**src/rtl/keypad_scan_if.sv**
```systemverilog
// Keypad scanner bundle: matrix lines plus the press-event handshake.
// master = scanner side, slave = keypad/consumer side.
interface keypad_scan_if;
  logic [3:0] col;
  logic [3:0] row;
  logic [3:0] key_code;
  logic       key_valid;
  logic       key_ready;
  logic       key_held;
  logic       overrun;

  modport master (
    input  col, key_ready,
    output row, key_code, key_valid, key_held, overrun
  );

  modport slave (
    output col, key_ready,
    input  row, key_code, key_valid, key_held, overrun
  );
endinterface

```
**src/rtl/keypad_scan_ctrl.sv**
```systemverilog
// 4x4 matrix keypad scanner with debounce, ghost rejection and a one-deep
// press-event register with valid/ready handshake.
// Optional feature: define KEYPAD_REPEAT_EN to add auto-repeat of a held key.
module keypad_scan_ctrl #(
  parameter logic [15:0] SCAN_DIV       = 16'd50_000,
  parameter logic [3:0]  DEBOUNCE_SCANS = 4'd4,
  parameter logic [7:0]  REPEAT_DELAY   = 8'd50,
  parameter logic [7:0]  REPEAT_RATE    = 8'd10
) (
  input  logic           clk,
  input  logic           rst,
  keypad_scan_if.master  kp
);

  function automatic logic [4:0] f_popcnt(input logic [15:0] m);
    logic [4:0] n;
    n = '0;
    for (int i = 0; i < 16; i++) n = n + {4'd0, m[i]};
    return n;
  endfunction

  function automatic logic [3:0] f_encode(input logic [15:0] m);
    logic [3:0] c;
    c = '0;
    for (int i = 15; i >= 0; i--) if (m[i]) c = 4'(i);
    return c;
  endfunction

  logic [3:0]  r_col_s1, r_col_s2;
  logic [15:0] r_dwell;
  logic [1:0]  r_row_idx;
  logic [15:0] r_raw, r_prev, r_map;
  logic [3:0]  r_stable;
  logic        r_evt_p1;
  logic [3:0]  r_evt_code_p1;
  logic        r_valid;
  logic [3:0]  r_code;
  logic        r_overrun;

  logic        w_sample, w_scan_end, w_load;
  logic [15:0] w_snap;
  logic [3:0]  w_stable_nxt;
  logic        w_new_single, w_held;
  logic [3:0]  w_new_code, w_res_code;
  logic        w_res_change, w_press_evt;
  logic        w_evt;
  logic [3:0]  w_evt_code;

  // Scan bookkeeping, snapshot assembly and debounce decisions
  always_comb begin
    w_sample     = (r_dwell == SCAN_DIV - 16'd1);
    w_scan_end   = w_sample && (r_row_idx == 2'd3);
    w_snap       = r_raw;
    w_snap[{r_row_idx, 2'b00} +: 4] = ~r_col_s2;
    w_stable_nxt = (w_snap != r_prev) ? 4'd0 :
                   (r_stable == 4'd15) ? 4'd15 : r_stable + 4'd1;
    w_load       = w_scan_end && (w_stable_nxt == DEBOUNCE_SCANS - 4'd1);
    w_new_single = (f_popcnt(w_snap) == 5'd1);
    w_new_code   = f_encode(w_snap);
    w_held       = (f_popcnt(r_map) == 5'd1);
    w_res_code   = f_encode(r_map);
    w_res_change = w_load && ((w_new_single != w_held) ||
                              (w_new_single && (w_new_code != w_res_code)));
    w_press_evt  = w_load && w_new_single &&
                   (!w_held || (w_new_code != w_res_code));
  end

`ifdef KEYPAD_REPEAT_EN
  logic [7:0] r_rep;
  logic       r_rep_armed;
  logic [7:0] w_rep_nxt;
  logic       w_rep_hit;

  // Repeat target: first REPEAT_DELAY scans, then every REPEAT_RATE scans
  always_comb begin
    w_rep_nxt = r_rep + 8'd1;
    w_rep_hit = w_scan_end && w_held && !w_res_change &&
                (w_rep_nxt == (r_rep_armed ? REPEAT_RATE : REPEAT_DELAY));
  end

  // Full-scan counter while one key stays resolved; restarts on any change
  always_ff @(posedge clk) begin
    if (!rst) begin
      r_rep       <= '0;
      r_rep_armed <= 1'b0;
    end else if (w_scan_end) begin
      if (w_res_change || !w_held) begin
        r_rep       <= '0;
        r_rep_armed <= 1'b0;
      end else if (w_rep_hit) begin
        r_rep       <= '0;
        r_rep_armed <= 1'b1;
      end else begin
        r_rep <= w_rep_nxt;
      end
    end
  end

  assign w_evt      = w_press_evt || w_rep_hit;
  assign w_evt_code = w_press_evt ? w_new_code : w_res_code;
`else
  assign w_evt      = w_press_evt;
  assign w_evt_code = w_new_code;
`endif

  // Two-flop column synchronizer; idles at the released (pulled-up) level
  always_ff @(posedge clk) begin
    if (!rst) begin
      r_col_s1 <= 4'hF;
      r_col_s2 <= 4'hF;
    end else begin
      r_col_s1 <= kp.col;
      r_col_s2 <= r_col_s1;
    end
  end

  // Row dwell counter and row index; advance after the sampling cycle
  always_ff @(posedge clk) begin
    if (!rst) begin
      r_dwell   <= '0;
      r_row_idx <= '0;
    end else if (w_sample) begin
      r_dwell   <= '0;
      r_row_idx <= r_row_idx + 2'd1;
    end else begin
      r_dwell <= r_dwell + 16'd1;
    end
  end

  // Snapshot capture, scan-to-scan comparison and debounced map load
  always_ff @(posedge clk) begin
    if (!rst) begin
      r_raw    <= '0;
      r_prev   <= '0;
      r_stable <= '0;
      r_map    <= '0;
    end else if (w_sample) begin
      r_raw <= w_snap;
      if (r_row_idx == 2'd3) begin
        r_prev   <= w_snap;
        r_stable <= w_stable_nxt;
        if (w_load) r_map <= w_snap;
      end
    end
  end

  // p1: event raised at the scan's final sample, presented one edge later
  always_ff @(posedge clk) begin
    if (!rst) r_evt_p1 <= 1'b0;
    else      r_evt_p1 <= w_evt;
  end

  // Event code travels beside its flag
  always_ff @(posedge clk) begin
    r_evt_code_p1 <= w_evt_code;
  end

  // Output event register: load, consume, or drop-and-flag overrun
  always_ff @(posedge clk) begin
    if (!rst) begin
      r_valid   <= 1'b0;
      r_code    <= '0;
      r_overrun <= 1'b0;
    end else if (r_evt_p1) begin
      if (!r_valid || kp.key_ready) begin
        r_valid <= 1'b1;
        r_code  <= r_evt_code_p1;
      end else begin
        r_overrun <= 1'b1;
      end
    end else if (r_valid && kp.key_ready) begin
      r_valid <= 1'b0;
      r_code  <= '0;
    end
  end

  assign kp.row       = ~(4'b0001 << r_row_idx);
  assign kp.key_code  = r_code;
  assign kp.key_valid = r_valid;
  assign kp.key_held  = w_held;
  assign kp.overrun   = r_overrun;

endmodule

```
**src/flat_wrapper.sv**
```systemverilog
// flat-port wrapper written by rule: the top's interface ports become plain ports
module keypad_scan_ctrl_flat 
#(
  parameter logic [15:0] SCAN_DIV       = 16'd50_000,
  parameter logic [3:0]  DEBOUNCE_SCANS = 4'd4,
  parameter logic [7:0]  REPEAT_DELAY   = 8'd50,
  parameter logic [7:0]  REPEAT_RATE    = 8'd10
)
  (clk, rst, kp_col, kp_key_ready, kp_row, kp_key_code, kp_key_valid, kp_key_held, kp_overrun);
  keypad_scan_if kp_i ();
  input  logic clk;
  input  logic rst;
  input wire logic [$bits(kp_i.col)-1:0] kp_col;
  input wire logic [$bits(kp_i.key_ready)-1:0] kp_key_ready;
  output wire logic [$bits(kp_i.row)-1:0] kp_row;
  output wire logic [$bits(kp_i.key_code)-1:0] kp_key_code;
  output wire logic [$bits(kp_i.key_valid)-1:0] kp_key_valid;
  output wire logic [$bits(kp_i.key_held)-1:0] kp_key_held;
  output wire logic [$bits(kp_i.overrun)-1:0] kp_overrun;
  assign kp_i.col = kp_col;
  assign kp_i.key_ready = kp_key_ready;
  assign kp_row = kp_i.row;
  assign kp_key_code = kp_i.key_code;
  assign kp_key_valid = kp_i.key_valid;
  assign kp_key_held = kp_i.key_held;
  assign kp_overrun = kp_i.overrun;
  keypad_scan_ctrl #(.SCAN_DIV(SCAN_DIV), .DEBOUNCE_SCANS(DEBOUNCE_SCANS), .REPEAT_DELAY(REPEAT_DELAY), .REPEAT_RATE(REPEAT_RATE)) u_core (.clk(clk), .rst(rst), .kp(kp_i));
endmodule
```
**config.mk**
```make
export PLATFORM = sky130hd
export DESIGN_NAME = keypad_scan_ctrl_flat
export DESIGN_NICKNAME = d
export VERILOG_FILES = /design/src/rtl/keypad_scan_if.sv /design/src/rtl/keypad_scan_ctrl.sv /design/src/flat_wrapper.sv
export SDC_FILE = /design/constraint.sdc
export NUM_CORES = 1
export LEC_CHECK = 0
export ABC_AREA = 1
export BUFFER_PORTS_ARGS = -buffer_cell sky130_fd_sc_hd__buf_4
export CORE_MARGIN = 2
export CORE_UTILIZATION = 56
export DETAILED_ROUTE_END_ITERATION = 8
export PLACE_DENSITY_LB_ADDON = 0.12
export SLEW_MARGIN = 10
export SYNTH_ARGS = -nofsm -noshare
export SYNTH_HDL_FRONTEND = slang
export SYNTH_SLANG_ARGS = --single-unit
```
**constraint.sdc**
```tcl
create_clock -name clk -period 14.4 [get_ports clk]
set_input_delay 1.44 -clock clk [delete_from_list [all_inputs] [get_ports clk]]
set_output_delay 1.44 -clock clk [all_outputs]
set_load 0.03 [all_outputs]
```
### Word level (Yosys, flattened, before mapping)

Index checks and enable logic that the tools add are counted.

| word-level totals | value |
|---|---|
| flip-flop bits (word level) | 89 |
| latch bits | 0 |
| bits in writable memories | 0 |
| bits in read-only memories | 0 |
| output and inout bits | 11 |
| logic and storage cells | 119 |
| memories | 0 |

| operators by class | value |
|---|---|
| add/sub/neg operators | 34 |
| multiply operators | 0 |
| div/mod/pow operators | 0 |
| order comparisons | 0 |
| equality and inequality tests | 9 |
| shifts and indexed selects | 3 |
| multiplexer cells | 41 |
| bitwise operators | 4 |
| reduce and logical (&&, ||, !) cells | 15 |

Operator list:

| cell | number |
|---|---|
| $mux W4 | 37 |
| $add A5 B1 Y5 | 28 |
| $add A16 B1 Y16 const B | 1 |
| $bwmux W16 | 1 |
| $eq A16 B16 Y1 const B | 1 |
| $ne A16 B16 Y1 | 1 |
| $shift A4 B6 Y16 const A | 1 |
| $shiftx A4 B6 Y16 | 1 |
| $eq A5 B1 Y1 const B | 2 |
| $not A4 Y4 | 2 |
| $neg A4 Y6 | 1 |
| $reduce_and A2 Y1 | 3 |
| $logic_and A1 B1 Y1 | 5 |
| $add A1 B1 Y2 | 2 |
| $add A4 B1 Y4 const B | 1 |
| $eq A4 B2 Y1 const B | 1 |
| $eq A4 B4 Y1 const B | 1 |
| $ne A4 B4 Y1 | 1 |
| $shl A1 B2 Y4 const A | 1 |
| $mux W1 | 3 |
| $reduce_and A3 Y1 | 1 |
| $add A2 B1 Y2 const B | 1 |
| $eq A2 B2 Y1 const B | 1 |
| $logic_not A1 Y1 | 2 |
| other kinds (5) | 7 |

### Longest topological paths before layout

| logic depth | value |
|---|---|
| depth after elaboration | 22 |
| gate-level depth with buffers | 26 |
| depth with buffers taken out | 26 |

### Least setup slack after synthesis

Ideal clock, no wire load.

| timing | value |
|---|---|
| kind | register to output |
| start | register u_core.r_map[0] |
| end | output kp_key_held |
| arrival time | 4451 ps |
| required time | 12960 ps |
| path slack | 8509 ps |
| cell stages (with the launch flop) | 15 |
| path buffers | 0 |
| cell sequence | dfxtp_1 -> ha_1 -> inv_1 -> fa_1 -> inv_1 -> fa_1 -> fa_1 -> inv_1 -> fa_1 -> inv_1 -> fa_1 -> fa_1 -> nor2_1 -> nand3b_1 -> a211oi_1 |

| between the ends | value |
|---|---|
| longest elaborated chain between the ends | 16 |

Ends and longest elaborated chain:

| item | RTL line | RTL |
|---|---|---|
| start: declaration | keypad_scan_ctrl.sv:32 | `logic [15:0] r_raw, r_prev, r_map;` |
| start signal: assignment | keypad_scan_ctrl.sv:142 | `if (w_load) r_map <= w_snap;` |
| $add A1 B1 Y2 | keypad_scan_ctrl.sv:18 | `for (int i = 0; i < 16; i++) n = n + {4'd0, m[i]};` |
| $add A5 B1 Y5 (14 in a row) | keypad_scan_ctrl.sv:18 |  |
| $eq A5 B1 Y1 | keypad_scan_ctrl.sv:60 | `w_held = (f_popcnt(r_map) == 5'd1);` |
| end: declaration | flat_wrapper.sv:18 | `output wire logic [$bits(kp_i.key_held)-1:0] kp_key_held;` |

Every way passes these cells.

### Final worst setup path

Ends and elaborated chain as after synthesis.

==> Implementation_results.wiki <==
{| class="wikitable"
! Metric !! Value
|-
| I/O pin cnt || 18
|-
| Mapped Avg Cell Area || 7.43 sq um
|-
| DIE WIDTH || 99.1 microns
|-
| Startpoint of the most critical hold path || u_core.r_col_s1[3]
|-
| Most instantiated flip-flop cell in the synthesis netlist || dfxtp_1
|-
| Post-route clock period utilization || 42.6%
|-
| Routed wire length per instance || 13.8 microns
|-
| Half-perimeter wire length of the detailed placement result || 8420 microns
|-
| Slew at the pin closest to its max-slew limit || 0.805 ns
|-
| Via-per-instance ratio || 5.35
|-
| Antenna violations before repair || 0
|-
| Ordered cell list for the critical path || ha_1 -> inv_1 -> fa_1 -> inv_1 -> fa_1 -> fa_1 -> inv_1 -> fa_1 -> inv_1 -> fa_1 -> fa_1 -> nor2_1 -> nand3b_1 -> a211oi_1 -> buf_4
|-
| Remaining design rule violation count || 0
|-
| Layout Skew || 0.0150 ns
|-
| Headroom to the max-slew limit || 46.0%
|-
| Largest stage delay, worst path || 0.52 ns
|-
| Outcome || finished, final reports clean
|-
| First-pass GRT wire length || 19500 microns
|-
| GP Congestion || 0.938
|-
| Core Rows || 34
|-
| Number of global-route vias before repair || 4265
|-
| Sum of routed wire length over all layers || 11100 microns
|-
| Skew-Pair Late Insertion Delay || 0.37 ns
|-
| Cell seen most often among critical-path stages || fa_1
|-
| Final core occ || 63.0%
|-
| Post-route minimum period || 6.14 ns
|-
| Async set-or-reset flop fraction in the synthesized netlist || 0%
|-
| Worst flop-to-flop path endpoint || u_core.r_evt_p1
|-
| First-pass DRT Iterations || 5
|-
| Max clock buf depth || 2
|-
| Fraction of final layout cells with drive strength greater than 1 || 14.0%
|-
| Synthesized flop and latch total || 89
|-
| Number of nets with antenna violations after detailed routing || 0
|-
| Count of buffers added by post-CTS timing repair for setup || 0
|-
| Final sum of negative setup slack || 0 ns
|-
| Cell Pwr Density || 85.2 nW/um^2
|-
| Number of failing setup endpoints in the final timing report || 0
|-
| H-tree depth || 3
|-
| Hold crit path type || reg2reg
|-
| TritonCTS clock tree || done
|-
| Critical Path Sink || kp_key_held
|-
| Crit path kind || reg2out
|-
| GRT Overall Usage || 24.4%
|-
| Clock Tree Root || clkbuf_8
|-
| Worst Setup Slack post-DPL || 8.67 ns
|-
| CTS-repair resized insts || 0
|-
| Initial Util || 58.0%
|-
| Pin count of the biggest net entering global routing || 44
|-
| Number of endpoints with negative hold slack in the final report || 0
|-
| Critical-path maximum fanout || 5
|-
| # fillers || 824
|-
| TritonCTS Sinks || 89
|-
| Max Transition Viols Final || 0
|-
| Count of antenna diodes in the layout || 0
|-
| Synthesized netlist net count || 725
|-
| Count of hold buffers inserted by post-cts repair || 0
|-
| Number of distinct standard cells referenced by the synthesized netlist || 43
|-
| Final WS setup || 8.26 ns
|-
| Total gr overflow || 0
|-
| Post-synth EDFFs || 0
|-
| Critical-path cell with the highest stage delay || fa_1
|-
| Core region area || 8720 sq um
|-
| Count of port buffers added during placement || 17
|-
| LEAKAGE || 0.00241 uW
|-
| Required time of the worst setup path || 12.96 ns
|-
| Nets || 739
|-
| Area growth from synthesis to layout || 8.61%
|-
| Highest attainable clock frequency || 0.163 GHz
|-
| Worst setup EP type || output port
|-
| Crit start category || register
|-
| Sequential fraction of the synthesis area || 35.2%
|-
| CTS clock-pin slew for the worst setup and hold paths || 0.10 ns
|-
| Startpoint of the most critical setup path || u_core.r_map[0]
|-
| Number of standard cells after synthesis || 681
|-
| Number of max-capacitance violations reported || 0
|-
| Signal arrival time at the worst endpoint || 4.70 ns
|-
| Unrepaired setup endpoints after global routing || false
|-
| Die Area || 9810 sq um
|-
| Number of warnings reported in the yosys synthesis log || 0
|-
| Post-Syn Area || 5060 sq um
|-
| Total power of the final layout || 468 uW
|-
| Worst R2R Start || u_core.r_row_idx[0]
|-
| Die Y || 99.1 microns
|-
| Via count of the routed design || 4321
|-
| Max VDD drop || 45.5 uV
|-
| Worst reg-to-reg setup slack || 9.00 ns
|-
| R2r worst-path depth || 21
|-
| Total CTS buffers || 9
|-
| Drt initial violations || 228
|}
worst min-delay path by stage:
| stage | to | cells after the start |
|---|---|---|
| floorplan | u_core.r_col_s2[0] | 1 |
| global placement | u_core.r_col_s2[3] | 1 |
| detailed placement | u_core.r_col_s2[3] | 1 |
| CTS | u_core.r_col_s2[3] | 1 |
| global route | u_core.r_col_s2[3] | 1 |
| finish | u_core.r_col_s2[3] | 1 |
placed cells by master (no fill, tap or decap), types with 3 or more instances in the layout:
cell type | Yosys | routed
inv_6 | 0 | 3
nand2_1 | 102 | 102
a221oi_1 | 4 | 4
nand4_1 | 3 | 3
inv_1 | 116 | 116
ha_1 | 17 | 17
clkbuf_8 | 0 | 10
o22ai_1 | 9 | 9
nor2_2 | 23 | 24
o22ai_2 | 3 | 3
nor4_1 | 8 | 8
o21a_1 | 4 | 4
o21ai_0 | 37 | 37
a21oi_1 | 49 | 49
xor2_1 | 7 | 7
inv_2 | 15 | 15
buf_4 | 0 | 18
nor2_4 | 3 | 3
a211oi_1 | 5 | 5
nor3_1 | 10 | 10
dfxtp_1 | 89 | 89
nor2_1 | 64 | 63
or2_2 | 8 | 8
nand3_1 | 42 | 42
fa_1 | 20 | 20
o21ai_1 | 4 | 4
nand3_2 | 3 | 3
registers in the layout, summed over array words and instances (netlist names), 4 cells and up:
register	count
u_core.r_evt_code_p1	4
u_core.r_col_s2	4
u_core.kp.key_code	4
u_core.r_raw	16
u_core.r_prev	16
u_core.r_map	16
u_core.r_col_s1	4
u_core.r_stable	4
u_core.r_dwell	16
critical path: cells and delay by family (launching register included):
kind                     cells  cell delay, ns
AO/OA/AOI/OAI                1            0.32
adder cells (fa/ha/maj)      7            3.06
buffers and inverters        5            0.43
flip-flops                   1            0.35
AND/OR/NAND/NOR              2            0.19
cell usage after synthesis, types with 5 or more instances:
master / n / area [sq um]
or2_2: 8 / 50.1
nor3_1: 10 / 50.1
inv_1: 116 / 435
nor2_2: 23 / 144
dfxtp_1: 89 / 1780
nand3_1: 42 / 210
o22ai_1: 9 / 56.3
fa_1: 20 / 400
xor2_1: 7 / 61.3
nand2_1: 102 / 383
clkbuf_1: 11 / 41.3
inv_2: 15 / 56.3
nor2_1: 64 / 240
nor4_1: 8 / 50.1
a21oi_1: 49 / 245
o21ai_0: 37 / 185
a211oi_1: 5 / 37.5
ha_1: 17 / 213
through the flow:
step	area [sq um]	cells	hold WS (ns)
after floorplan	5060	681	0.393
after global placement	5260	792	0.395
after detailed placement	5260	792	0.405
after CTS	5490	808	0.423
after global routing	5500	808	0.427
final	5500	808	0.420
final cells by class:
type,count,area (sq um),share of cell area (%)
Tap cell,108,135,2.46
Multi-Input combinational cell,444,2710,49.3
Inverter,133,500,9.11
Clock inverter,6,95.1,1.73
Timing Repair Buffer,18,135,2.46
Clock buffer,10,138,2.50
Sequential cell,89,1780,32.4
power by group:
| group | internal [uW] | switching [uW] |
|---|---|---|
| clock | 105 | 94.3 |
| sequential | 248 | 0.886 |
| combinational | 6.55 | 13.6 |
| total | 359 | 109 |
per-layer routing:
metal / global-route usage, % / wire, microns
met1: 33.7 / 5290
met2: 40.2 / 5190
met3: 3.26 / 493
met4: 7.27 / 156
met5: 0 / 0
logic make-up after synthesis:
logic type      synth area share [%]
simple gates                    25.2
xor+xnor                        1.38
fa+ha+maj                       12.1
flops                           35.2
buf+inv                         11.3
compound gates                  14.8
Power figures use the tool's default switching activity.
